File: src/rtl/hazard_bubble_ctrl_pkg.sv
// Shared definitions for the ID/EX hazard bubble stage: control bundle layout,
// default NOP bundle and the stall FSM state type.
package hazard_pkg;

    localparam int unsigned CTRL_W = 11;

    // Control bundle field positions, LSB upwards
    localparam int unsigned ALUOP_LSB     = 0;
    localparam int unsigned ALUOP_W       = 2;
    localparam int unsigned REGWRITE_LSB  = 2;
    localparam int unsigned REGWRITE_W    = 2;
    localparam int unsigned ALUSRC2_BIT   = 4;
    localparam int unsigned ALUSRC1_BIT   = 5;
    localparam int unsigned MEMTOREG_BIT  = 6;
    localparam int unsigned MEMREAD_BIT   = 7;
    localparam int unsigned MEMWRITE_BIT  = 8;
    localparam int unsigned UPPERBYTE_BIT = 9;
    localparam int unsigned STRBYTE_BIT   = 10;

    localparam logic [CTRL_W-1:0] NOP_VALUE = '0;

    typedef enum logic {
        RUN   = 1'b0,
        STALL = 1'b1
    } state_e;

endpackage

File: src/rtl/hazard_bubble_ctrl_sat_counter.sv
// Saturating up-counter with synchronous active-high reset; holds at all-ones.
module sat_counter #(
    parameter int unsigned W = 16
) (
    input  logic         clk,
    input  logic         rst,
    input  logic         inc,
    output logic [W-1:0] count
);

    logic [W-1:0] count_q;
    logic [W-1:0] count_d;

    always_comb begin
        count_d = count_q;
        if (inc && (count_q != '1)) begin
            count_d = count_q + W'(1);
        end
    end

    always_ff @(posedge clk) begin
        if (rst) begin
            count_q <= '0;
        end else begin
            count_q <= count_d;
        end
    end

    assign count = count_q;

endmodule

File: src/rtl/hazard_bubble_ctrl.sv
// Registered ID/EX control stage: inserts NOP bubbles on load-use stalls,
// squashes on taken-branch flush, and counts inserted bubbles.
module hazard_bubble_ctrl #(
    parameter int unsigned              CTRL_W        = hazard_pkg::CTRL_W,
    parameter int unsigned              BUBBLE_CYCLES = 1,
    parameter logic [CTRL_W-1:0]        NOP_VALUE     = CTRL_W'(hazard_pkg::NOP_VALUE),
    parameter int unsigned              CNT_W         = 16
) (
    input  logic              clk,
    input  logic              rst,
    input  logic [CTRL_W-1:0] ctrl_in,
    input  logic              stall_req,
    input  logic              flush,
    output logic [CTRL_W-1:0] ctrl_out,
    output logic              pc_write,
    output logic              ifid_write,
    output logic              bubble_active,
    output logic              stalled,
    output logic [CNT_W-1:0]  bubble_count
);

    import hazard_pkg::*;

    localparam int unsigned RW = $clog2(BUBBLE_CYCLES + 1);

    state_e            state_q, state_d;
    logic [RW-1:0]     rem_q, rem_d;
    logic [CTRL_W-1:0] ctrl_q, ctrl_d;
    logic              bub_q, bub_d;
    logic              bubble_inc;
    logic              hold;

    always_comb begin
        state_d    = state_q;
        rem_d      = rem_q;
        ctrl_d     = ctrl_in;
        bub_d      = 1'b0;
        bubble_inc = 1'b0;
        hold       = 1'b0;
        unique case (state_q)
            RUN: begin
                if (flush) begin
                    ctrl_d     = NOP_VALUE;
                    bub_d      = 1'b1;
                    bubble_inc = 1'b1;
                end else if (stall_req) begin
                    ctrl_d     = NOP_VALUE;
                    bub_d      = 1'b1;
                    bubble_inc = 1'b1;
                    hold       = 1'b1;
                    if (BUBBLE_CYCLES > 1) begin
                        state_d = STALL;
                        rem_d   = RW'(BUBBLE_CYCLES - 1);
                    end
                end
            end
            STALL: begin
                ctrl_d     = NOP_VALUE;
                bub_d      = 1'b1;
                bubble_inc = 1'b1;
                // Flush abandons the remaining bubbles; stall_req is ignored here
                if (flush) begin
                    rem_d   = '0;
                    state_d = RUN;
                end else begin
                    hold  = 1'b1;
                    rem_d = rem_q - RW'(1);
                    if (rem_q == RW'(1)) begin
                        state_d = RUN;
                    end
                end
            end
            default: state_d = RUN;
        endcase
    end

    always_ff @(posedge clk) begin
        if (rst) begin
            state_q <= RUN;
            rem_q   <= '0;
            ctrl_q  <= NOP_VALUE;
            bub_q   <= 1'b0;
        end else begin
            state_q <= state_d;
            rem_q   <= rem_d;
            ctrl_q  <= ctrl_d;
            bub_q   <= bub_d;
        end
    end

    sat_counter #(
        .W(CNT_W)
    ) u_bubble_cnt (
        .clk   (clk),
        .rst   (rst),
        .inc   (bubble_inc),
        .count (bubble_count)
    );

    // Reset forces the front end to keep fetching regardless of stall inputs
    assign pc_write      = rst | ~hold;
    assign ifid_write    = rst | ~hold;
    assign ctrl_out      = ctrl_q;
    assign bubble_active = bub_q;
    assign stalled       = (state_q == STALL);

endmodule

File: config.mk
export PLATFORM = sky130hd
export DESIGN_NAME = hazard_bubble_ctrl
export DESIGN_NICKNAME = d
export VERILOG_FILES = /design/src/rtl/hazard_bubble_ctrl_pkg.sv /design/src/rtl/hazard_bubble_ctrl_sat_counter.sv /design/src/rtl/hazard_bubble_ctrl.sv
export SDC_FILE = /design/constraint.sdc
export NUM_CORES = 1
export LEC_CHECK = 0
export CAP_MARGIN = 20
export CORE_MARGIN = 1
export CORE_UTILIZATION = 33
export DETAILED_ROUTE_END_ITERATION = 12
export REMOVE_ABC_BUFFERS = 1
export SLEW_MARGIN = 20
export SYNTH_ARGS = -nofsm -noshare
export SYNTH_HDL_FRONTEND = slang
export SYNTH_SLANG_ARGS = --single-unit
File: constraint.sdc
create_clock -name clk -period 4.76 [get_ports clk]
set_clock_uncertainty 0.2 [all_clocks]
set_input_delay 1.428 -clock clk [delete_from_list [all_inputs] [get_ports clk]]
set_output_delay 1.428 -clock clk [all_outputs]
set_load 0.05 [all_outputs]
==> run metrics <==
CTS Buffer Depth=2; Placement Setup Slack=~730 ps; first-pass GRT wire length=roughly 5.2 mm; DIE AREA=between 4000 and 5000 um^2; vias=between 1000 and 1500; Seq/Total Area, Yosys=48.1%; post-cts sizing count=0; crit path kind=primary input to output pin; Die Span X=roughly 63 um; die height=between 60 and 70 um; crit path launch=rst; Root Driver=clkbuf_8; antenna-violating nets left=0; R2R Setup Slk=2410 ps; hpwl dp=approximately 2.1 mm; status=finished clean; reg-to-reg startpoint=u_bubble_cnt.count[0]; crit end category=output pin; worst path required time=around 3100 ps; Port Buffers=between 40 and 50; fin crit period=around 4000 ps; pwr/cell area=between 200 and 300 nW/um^2; DRT Pass-1 Iters=4; Overall Power=around 0.50 mW; # nets final=just over 200; clock sinks=30; cell count after synthesis=139; mean post-synth cell area=8.97 um^2; peak supply drop=approximately 0.00017 V; H-tree depth=2; Setup Fix Bufs, Post-CTS=0; CP peak stage delay=480 ps; global placer's final weighted congestion=a little under 0.9; worst skew pair latency=270 ps; Clk pin slew, worst setup/hold paths=60 ps; f_max=around 250 MHz; largest net degree at the start of global routing=24; DRT iter0 DRCs=74; Hold-fix buffers, CTS=0; gr ovfl total=0; post-layout util=between 50% and 60%; slowest CP cell=clkdlybuf4s50_1; Mapped Area=about 1200 um^2; cts bufs inserted=5; CP max FO=2; end of the worst register-to-register path=u_bubble_cnt.count[5]; yosys warns=0; final hold vios=0; Max Cap Violations=0; Tot GR Track Use=between 10% and 20%; DRC violations left=0; Fin Setup TNS=0 ps; CP Cell Sequence=clkdlybuf4s50_1 -> nor2_1 -> o21ai_0 -> buf_4 -> buf_12; crit start category=primary input; Layout area overhead=48.8%; Tcrit/Tclk final=a little over four fifths; Starting Density=between 30% and 40%; worst-margin pin slew=595 ps; # diodes=0; share of layout cells above drive strength 1=under 10%; vias in the first global route=between 1000 and 1500; hold path depth=1; HP Class=flip-flop to flip-flop; Avg WL per Cell=approximately 13 um; leak pwr=0.622 nW; cells on worst reg2reg path=6; Slew headroom=60.0%; CTS tree=built; Via density=~5.1; Hold EP=stalled; FF+latch count, synth=30; Hold WS=around 280 ps; Std-Cell Rows=21; smallest setup slack after layout=about 710 ps; RSZ-0062 raised after global routing=false; Routed WL=approximately 2.9 mm; post-synth cell types=29; setup violators final=0; antenna violations before repair=0; Slew Limit Fails=0; I/O pins=46; core area=3470 um^2; CP arrival=~2400 ps; min-delay src=rem_q
## cells in the mapped netlist
master / n / area share, %
or4b_1: 1 / 0.80
ha_1: 1 / 1.0
nor4b_2: 1 / 1.2
a21oi_1: 12 / 4.8
a31oi_1: 1 / 0.50
o211a_1: 1 / 0.80
nand3_1: 7 / 2.8
clkbuf_1: 7 / 2.1
buf_2: 1 / 0.40
or3_1: 2 / 1.0
nor2_1: 9 / 2.7
o21ai_0: 5 / 2.0
or3b_2: 1 / 0.70
mux2_1: 3 / 2.7
nor3b_1: 1 / 0.60
and4_1: 1 / 0.70
inv_1: 4 / 1.2
nor4_1: 5 / 2.5
and2_1: 11 / 5.5
dfxtp_1: 30 / 48
nand4_1: 3 / 1.5
or4_1: 7 / 4.2
o31ai_1: 7 / 4.2
nand2_1: 6 / 1.8
nor3_1: 5 / 2.0
or3b_1: 1 / 0.70
nor2b_1: 3 / 1.5
a211oi_1: 2 / 1.2
buf_4: 1 / 0.60
## logic make-up (layout without fill, tap and decap cells)
logic type,Yosys count,in the layout,share of synthesized area [%]
AOI/OAI and AO/OA,28,28,13.5
adders and majority gates,1,1,1.00
buffers and inverters,13,61,4.31
DFF,30,30,48.1
muxes,3,3,2.71
and+or+nand+nor,64,64,30.3
## registers in the layout, summed over array words and instances, names as in the netlist
register / count
rem_q: 1
stalled: 1
ctrl_out: 11
bubble_active: 1
u_bubble_cnt.count: 16
## metal layers
layer	global-route usage (%)	vias to the layer above	routed length [um]
li1	-	601	-
met1	18.5	537	1280
met2	25.5	48	1260
met3	10.5	4	330
met4	7.67	0	48
met5	0	-	0
## placed cells by master (no fill, tap or decap), drive strengths merged
cell           count
a211oi             2
a21oi             12
a31oi              1
and2              11
and4               1
buf                7
clkbuf             7
clkdlybuf4s50     43
dfxtp             30
ha                 1
inv                4
mux2               3
nand2              6
nand3              7
nand4              3
nor2               9
nor2b              3
nor3               5
nor3b              1
nor4               5
nor4b              1
o211a              1
o21ai              5
o31ai              7
or3                2
or3b               2
or4                7
or4b               1
## critical path, delay by kind of cell
family / cells / cell delay [ps]
buffers and inverters: 3 / 780
AO/OA/AOI/OAI: 1 / 90
AND/OR/NAND/NOR: 1 / 120
## cell type report
| type | instances | area (um^2) |
|---|---|---|
| clock buffers | 7 | 76.3 |
| fillers | 352 | 1610 |
| inverters | 4 | 15.0 |
| multi-input cells | 96 | 599 |
| flip-flops and latches | 30 | 601 |
| well taps | 46 | 57.6 |
| repair buffers | 50 | 508 |
## metrics by stage
stage / std cells / instance area (um^2)
3_5_place_dp: 226 / 1780
4_1_cts: 233 / 1860
2_1_floorplan: 130 / 1210
3_3_place_gp: 226 / 1780
6_report: 233 / 1860
5_1_grt: 233 / 1860
## power breakdown
group,internal [mW],switching (mW),total [mW]
clock network,0.100,0.0839,0.184
logic,0.0274,0.0336,0.0611
registers,0.256,0.00288,0.259
## worst max-delay path by stage
| stage | end | slack (ps) | cells after the start |
|---|---|---|---|
| after detailed placement | ifid_write | 730 | 5 |
| after global placement | ifid_write | 730 | 5 |
| final | ifid_write | 710 | 5 |
| after floorplan | ifid_write | -400 | 1 |
| after CTS | ifid_write | 720 | 5 |
| after global routing | pc_write | 640 | 5 |
(Power assumes the default switching activity.)
